--- config.mk ---
export PLATFORM = sky130hd
export DESIGN_NAME = sub_serial2
export DESIGN_NICKNAME = d
export VERILOG_FILES = /design/src/rtl/sub_serial2_pkg.sv /design/src/rtl/sub2_slice.sv /design/src/rtl/sub_serial2.sv
export SDC_FILE = /design/constraint.sdc
export NUM_CORES = 1
export LEC_CHECK = 0
export CAP_MARGIN = 40
export CORE_UTILIZATION = 45
export CTS_CLUSTER_SIZE = 14
export DETAILED_ROUTE_END_ITERATION = 16
export PLACE_DENSITY = 0.75
export RECOVER_POWER = 100
export REMOVE_ABC_BUFFERS = 1
export SYNTH_ARGS = -nofsm -noshare
export SYNTH_HDL_FRONTEND = slang
export SYNTH_SLANG_ARGS = --single-unit
--- constraint.sdc ---
create_clock -name CLK -period 1.4 [get_ports CLK]
set_input_delay 0.28 -clock CLK [delete_from_list [all_inputs] [get_ports CLK]]
set_output_delay 0.28 -clock CLK [all_outputs]
set_load 0.1 [all_outputs]
--- src/rtl/sub_serial2_pkg.sv ---
// Shared definitions for the digit-serial subtractor: FSM encoding and digit width.
package sub_serial2_pkg;

   localparam int DIGIT_W = 2;

   typedef enum logic [1:0] {
      ST_IDLE = 2'd0,
      ST_RUN  = 2'd1,
      ST_FIN  = 2'd2
   } state_t;

endpackage

--- src/rtl/sub2_slice.sv ---
// Combinational 2-bit subtract slice: a + ~b + borrow_n, with active-low borrows.
module sub2_slice
   import sub_serial2_pkg::*;
(
   input  logic [DIGIT_W-1:0] a_i,
   input  logic [DIGIT_W-1:0] b_i,
   input  logic               bi_n_i,
   output logic [DIGIT_W-1:0] diff_o,
   output logic [DIGIT_W-1:0] bo_n_o
);

   logic c;

   // NOTE: every output gets a default before the loop so no path can infer a latch.
   always_comb begin
      diff_o = '0;
      bo_n_o = '0;
      c      = bi_n_i;
      for (int i = 0; i < DIGIT_W; i++) begin
         diff_o[i] = a_i[i] ^ ~b_i[i] ^ c;
         bo_n_o[i] = (a_i[i] & ~b_i[i]) | (c & (a_i[i] ^ ~b_i[i]));
         c         = bo_n_o[i];
      end
   end

endmodule

--- src/rtl/sub_serial2.sv ---
// Digit-serial subtractor, 2 bits per cycle, LSB first; DIFF = A + ~B + BI.
// Optional ZERO result flag enabled by defining SUB_SERIAL2_ZERO_FLAG_EN.
module sub_serial2
   import sub_serial2_pkg::*;
#(
   parameter int WIDTH = 16
) (
   input  logic             CLK,
   input  logic             RST,
   input  logic             START,
   input  logic [WIDTH-1:0] A,
   input  logic [WIDTH-1:0] B,
   input  logic             BI,
   output logic             BUSY,
   output logic             DONE,
   output logic [WIDTH-1:0] DIFF,
   output logic             BOUT
`ifdef SUB_SERIAL2_ZERO_FLAG_EN
   ,
   output logic             ZERO
`endif
);

   localparam int DIGITS = WIDTH / DIGIT_W;
   localparam int CNT_W  = $clog2(DIGITS) + 1;
   localparam logic [CNT_W-1:0] LAST = CNT_W'(DIGITS - 1);

   state_t             state_q, state_d;
   logic [WIDTH-1:0]   a_q, a_d, b_q, b_d, diff_q, diff_d;
   logic               borrow_q, borrow_d, bout_q, bout_d;
   logic [CNT_W-1:0]   cnt_q, cnt_d;
   logic [DIGIT_W-1:0] slice_diff, slice_bo;
   logic               unused_bo;
`ifdef SUB_SERIAL2_ZERO_FLAG_EN
   logic               zero_q, zero_d;
`endif

   sub2_slice u_slice (
      .a_i    (a_q[DIGIT_W-1:0]),
      .b_i    (b_q[DIGIT_W-1:0]),
      .bi_n_i (borrow_q),
      .diff_o (slice_diff),
      .bo_n_o (slice_bo)
   );

   assign unused_bo = slice_bo[0];

   always_comb begin
      state_d  = state_q;
      a_d      = a_q;
      b_d      = b_q;
      borrow_d = borrow_q;
      cnt_d    = cnt_q;
      diff_d   = diff_q;
      bout_d   = bout_q;
`ifdef SUB_SERIAL2_ZERO_FLAG_EN
      zero_d   = zero_q;
`endif
      case (state_q)
         ST_IDLE: begin
            if (START) begin
               a_d      = A;
               b_d      = B;
               borrow_d = BI;
               cnt_d    = '0;
               state_d  = ST_RUN;
            end
         end
         ST_RUN: begin
            a_d      = a_q >> DIGIT_W;
            b_d      = b_q >> DIGIT_W;
            borrow_d = slice_bo[DIGIT_W-1];
            // Result digits enter at the MSB end so the LSB digit lands at bit 0 after the last shift.
            diff_d   = WIDTH'({slice_diff, diff_q} >> DIGIT_W);
            cnt_d    = cnt_q + CNT_W'(1);
            if (cnt_q == LAST) begin
               state_d = ST_FIN;
               bout_d  = slice_bo[DIGIT_W-1];
`ifdef SUB_SERIAL2_ZERO_FLAG_EN
               zero_d  = (diff_d == '0);
`endif
            end
         end
         ST_FIN:  state_d = ST_IDLE;
         default: state_d = ST_IDLE;
      endcase
   end

   // NOTE: sequential state uses non-blocking assignments only; RST wins over any START.
   always_ff @(posedge CLK) begin
      if (RST) begin
         state_q  <= ST_IDLE;
         a_q      <= '0;
         b_q      <= '0;
         borrow_q <= 1'b0;
         cnt_q    <= '0;
         diff_q   <= '0;
         bout_q   <= 1'b0;
`ifdef SUB_SERIAL2_ZERO_FLAG_EN
         zero_q   <= 1'b0;
`endif
      end else begin
         state_q  <= state_d;
         a_q      <= a_d;
         b_q      <= b_d;
         borrow_q <= borrow_d;
         cnt_q    <= cnt_d;
         diff_q   <= diff_d;
         bout_q   <= bout_d;
`ifdef SUB_SERIAL2_ZERO_FLAG_EN
         zero_q   <= zero_d;
`endif
      end
   end

   assign BUSY = (state_q != ST_IDLE);
   assign DONE = (state_q == ST_FIN);
   assign DIFF = diff_q;
   assign BOUT = bout_q;
`ifdef SUB_SERIAL2_ZERO_FLAG_EN
   assign ZERO = zero_q;
`endif

endmodule

Yosys cells after proc, flatten, opt, wreduce, memory -nomap -nowiden
Cells that the tools add are included.

Bitwise operators: 12. Add/subtract/negate cells: 1. Reduce and logical (&&, ||, !) cells: 6. Muxes and demuxes: 11. Equal/unequal tests: 5.

Operator list (number): $pmux W16 S2 (2); $mux W16 (2); $pmux W4 S2 (1); $reduce_and A2 Y1 (3); $add A4 B1 Y4 const B (1); $and A1 B1 Y1 (4); $eq A4 B3 Y1 const B (1); $mux W2 (2); $mux W4 (1); $ne A2 B2 Y1 const B (2); $pmux W2 S2 (1); $reduce_bool A2 Y1 (2); $xor A1 B1 Y1 (4); $eq A2 B1 Y1 const B (1); $eq A2 B2 Y1 const B (1); $logic_not A2 Y1 (1); $not A1 Y1 (2); $or A1 B1 Y1 (2); $pmux W1 S2 (1); $mux W1 (1).

Logic and storage cells: 42. Input port bits: 36. Register bits after elaboration: 56.

Depth between registers and ports, before layout
Word-level depth: 7. Mapped depth: 6.

Modules after synthesis
From an unflattened synthesis, not the netlist that was laid out.

Cells, all modules: 294. Area, all modules: 2511.2 um2.

Modules (own cells, without submodules): sub_serial2 (area an instance 2437.3 um2, seq. area each 1121.1 um2, cells an instance 284, times used 1); sub2_slice (area an instance 73.8 um2, seq. area each 0.0 um2, cells an instance 10, times used 1).

Least setup slack after synthesis
OpenSTA, ideal clock, no wires.

Path type: register -> output. Start: register state_q[1]. End: output DONE. Path buffers: 1. Data required time: 1120 ps. Data arrival time: 2030 ps. Slack: -910 ps. Cell stages (with the launch flop): 4. Cell sequence: dfxtp_1 -> inv_2 -> clkbuf_1 -> nor2_1.

Cells in the longest elaborated chain, start to end: 1.

Ends and longest elaborated chain: start: declaration (line sub_serial2.sv:28) `state_t state_q, state_d;`; start signal: assignment (line sub_serial2.sv:103) `state_q <= state_d;`; $eq A2 B2 Y1 (line sub_serial2.sv:117) `assign DONE = (state_q == ST_FIN);`; end: declaration (line sub_serial2.sv:15) `output logic DONE,`.

No other way between the ends.

Final worst setup path
Start: register a_q[0]. End: register diff_q[15], in the netlist DIFF[15].

Cells in the longest elaborated chain, start to end: 4.

Ends and longest elaborated chain: start: declaration (line sub_serial2.sv:29) `logic [WIDTH-1:0] a_q, a_d, b_q, b_d, diff_q, diff_d;`; start signal: assignment (line sub_serial2.sv:93) `a_q <= '0;`; start signal: assignment (line sub_serial2.sv:104) `a_q <= a_d;`; $xor A1 B1 Y1 (line sub2_slice.sv:21) `bo_n_o[i] = (a_i[i] & ~b_i[i]) | (c & (a_i[i] ^ ~b_i[i]));`; $and A1 B1 Y1 (line sub2_slice.sv:21); $or A1 B1 Y1 * (line sub2_slice.sv:21); $xor A1 B1 Y1 * (line sub2_slice.sv:20) `diff_o[i] = a_i[i] ^ ~b_i[i] ^ c;`; net slice_diff[1] (line sub_serial2.sv:32) `logic [DIGIT_W-1:0] slice_diff, slice_bo;`; end signal: assignment (line sub_serial2.sv:108) `diff_q <= diff_d;`; end: declaration (line sub_serial2.sv:29).

The timed path passes the listed nets; every way through them passes the cells marked *. A chain may end at the register's enable or synchronous reset.

==> flow_summary.json <==
{
  "tmin_final_ns": 1.446,
  "placement_rows": 26,
  "clockRootBuffer": "sky130_fd_sc_hd__clkbuf_8",
  "drt_pass1_iterations": 4,
  "crit_chain": "fa_2 -> fa_2 -> nand2_1 -> a21oi_1",
  "synth_top_area_share_pct": 45.83,
  "finalPower_mw": 3.464,
  "grt_pass1_vias": 2030,
  "grt_first_pass_wirelength_um": 9197,
  "timing.rr.end": "DIFF[15]",
  "timing.critical_path.mode_cell": "sky130_fd_sc_hd__fa_2",
  "netlist.top_cell.by_area": "sky130_fd_sc_hd__dfxtp_1",
  "drt_first_iter_violations": 97,
  "finish.instance_area_sq_mm": 0.003328,
  "max_cap_violations": 0,
  "portion_of_the_post_synthesis_area_used_by_sequential_elements_pct": 45.83,
  "setup_viol": 4,
  "required_time_of_the_critical_path_ns": 1.65,
  "cell_area_after_placement_sq_mm": 0.003288,
  "worst_ep_arrival_time_ns": 1.69,
  "clk_pin_slew_worst_paths_ns": 0.09,
  "netlist_area_sq_mm": 0.002446,
  "p_per_area_mw_per_mm2": 1041,
  "antenna_cells": 0,
  "detail_route.vias_per_cell": 5.399,
  "floorplan.die_area_sq_mm": 0.005734,
  "end_kind": "flop",
  "critical_path.startpoint": "a_q[0]",
  "drive_above_1_share_pct": 23.12,
  "post-route-drc-count": 0,
  "worst_hold_path.num_cells": 2,
  "synth.most_common_cell": "sky130_fd_sc_hd__dfxtp_1",
  "worst_hold_check_path_type": "input port to flop",
  "dpl.hpwl_um": 3839,
  "synth_area_per_cell_sq_um": 8.831,
  "cts-hold-fix-buffers": 0,
  "grt_usage_pct": 21.14,
  "clkLatencyLatePin_ns": 0.31,
  "outcome": "complete, but fails checks",
  "netlist_top_cells_count": "56 x sky130_fd_sc_hd__dfxtp_1, 53 x sky130_fd_sc_hd__nor2_1, 34 x sky130_fd_sc_hd__nand2_1, 22 x sky130_fd_sc_hd__a211oi_1, 20 x sky130_fd_sc_hd__a21oi_1",
  "crit_type": "flop to flop",
  "htree_levels": 2,
  "coreArea_sq_mm": 0.005172,
  "overflow": 0,
  "r2r_slack_ns": -0.05,
  "holdCritStartpoint": "RST",
  "proportion_of_register_bits_with_asynchronous_set_or_reset_after_synthesis_pct": 0,
  "synth.ff_latch_count": 56,
  "cpPeakStageDelay_ns": 0.52,
  "worst_path_max_delay_cell": "sky130_fd_sc_hd__fa_2",
  "hold-worst-slack_ns": 0.3343,
  "die-width_um": 75.73,
  "ioPinCount": 55,
  "dp_worst_setup_slack_ns": -0.3239,
  "violations_in_the_final_reports": "setup timing",
  "ys.flop_type": "sky130_fd_sc_hd__dfxtp_1",
  "antenna_found_initial": 0,
  "route.detailed.wl_per_inst_um": 14.15,
  "grt_start_max_net_pins": 22,
  "tightestPinTransition_ns": 0.3260,
  "final_ant_viol_nets": 0,
  "die_h_um": 75.73,
  "fmax_mhz": 691.4,
  "cts-buffers-inserted": 5,
  "synth-warning-count": 0,
  "gpl.final_weighted_congestion": 0.8134,
  "drt-total-wl_um": 5887,
  "min_to": "b_q[15]",
  "clock-sinks": 56,
  "final.setup_skew_ns": 0.006409,
  "setup_slack_ns": -0.04636,
  "r2r_start": "a_q[0]",
  "syn-instance-count": 277,
  "setup_repair_after_global_routing_missed_its_margin": "yes",
  "syn_to_final_growth_pct": 36.06,
  "path_max_fanout": 2,
  "synth.area.top_cells": "sky130_fd_sc_hd__dfxtp_1 46%, sky130_fd_sc_hd__nor2_1 8.1%, sky130_fd_sc_hd__o2bb2ai_1 6.8%",
  "place.port_buffers": 54,
  "slew_violations": 0,
  "edff_count_synth": 0,
  "hold_viol_final": 0,
  "initial_core_util_pct": 47.29,
  "power.static_leakage_nw": 1.291,
  "clock_tree_from_tritoncts": "yes",
  "final.period_utilization_pct": 103.3,
  "worst_slew_margin_rel_pct": 78.27,
  "synthDistinctLibCells": 38,
  "power.ir.vdd_worst_mv": 0.4581,
  "critPathLaunchType": "flop",
  "cts_max_path_buffers": 2,
  "via_count": 2246,
  "reg2reg_depth": 4,
  "finalNetCount": 384
}
-- sequential cells by signal, indices dropped and copies added, names as in the netlist --
register,cells
state_q,2
DIFF,16
a_q,16
borrow_q,1
cnt_q,4
BOUT,1
b_q,16
-- what timing repair did --
item / in CTS / in global routing
endpoints found under the setup margin: 5 / 32
gates cloned: 1 / 0
pin swaps: 2 / 3
setup buffers: 4 / 5
resized for setup: 13 / 16
-- cells by family (layout without fill, tap and decap cells) --
family,count (synthesis),in the layout,synth area share (%)
adders and majority gates,3,3,2.148
buffers and inverters,28,97,7.263
and+or+nand+nor,104,104,18.52
DFF,56,56,45.83
AOI/OAI and AO/OA,86,86,26.24
-- cells in the final DEF (no fill, tap or decap), types with 3 or more instances in the layout --
master / instances
sky130_fd_sc_hd__a221o_1: 4
sky130_fd_sc_hd__clkdlybuf4s50_1: 33
sky130_fd_sc_hd__buf_4: 21
sky130_fd_sc_hd__clkbuf_4: 18
sky130_fd_sc_hd__nand2_1: 33
sky130_fd_sc_hd__clkbuf_1: 3
sky130_fd_sc_hd__clkbuf_8: 5
sky130_fd_sc_hd__a211oi_1: 17
sky130_fd_sc_hd__nor2_1: 52
sky130_fd_sc_hd__o21ai_0: 3
sky130_fd_sc_hd__o2bb2ai_1: 19
sky130_fd_sc_hd__a211oi_2: 7
sky130_fd_sc_hd__dfxtp_1: 53
sky130_fd_sc_hd__buf_12: 4
sky130_fd_sc_hd__o22ai_1: 5
sky130_fd_sc_hd__a21oi_1: 20
sky130_fd_sc_hd__a22oi_1: 4
-- power by group --
group	internal, mW	switching, mW
combinational	0.312	0.365
clock	0.532	0.512
sequential	1.69	0.0568
-- worst max-delay path: cells and delay by family (launching register included) --
family,cells,cell delay (ns)
fa+ha+maj,2,0.90
flops,1,0.34
compound gates,1,0.11
simple gates,1,0.05
-- routing by layer --
metal  global-route usage [%]  wire length (um)  up-vias
li1                         -                 -     1116
met1                    26.90              2620     1045
met2                    36.61              2864       78
met3                    4.630               332        7
met4                    4.938                69        0
met5                        0                 0        -
-- per-stage QoR --
| stage | std cells | TNS, ns | utilization [%] |
|---|---|---|---|
| final | 416 | -0.09680 | 64.34 |
| after global placement | 398 | -7.678 | 63.57 |
| after CTS | 411 | -0.07685 | 67.46 |
| after floorplan | 254 | -11.51 | - |
| after global routing | 416 | -1.275 | 64.34 |
| after detailed placement | 398 | -8.881 | 63.57 |
-- area by class of cell --
cell class / count / area, sq um
Fill cell: 431 / 1844
Multi-Input combinational cell: 193 / 1211
Sequential cell: 56 / 1127
Timing Repair Buffer: 84 / 760.7
Tap cell: 70 / 87.58
Clock buffer: 6 / 72.57
Clock inverter: 2 / 35.03
Inverter: 5 / 33.78
-- how the worst max path moves through the flow --
stage                     to  cells past startpoint
detailed placement   a_q[14]                      5
finish              DIFF[15]                      4
CTS                 DIFF[15]                      4
global placement     a_q[15]                      5
floorplan               DONE                      2
global route        DIFF[15]                      4
(Power assumes the default switching activity.)
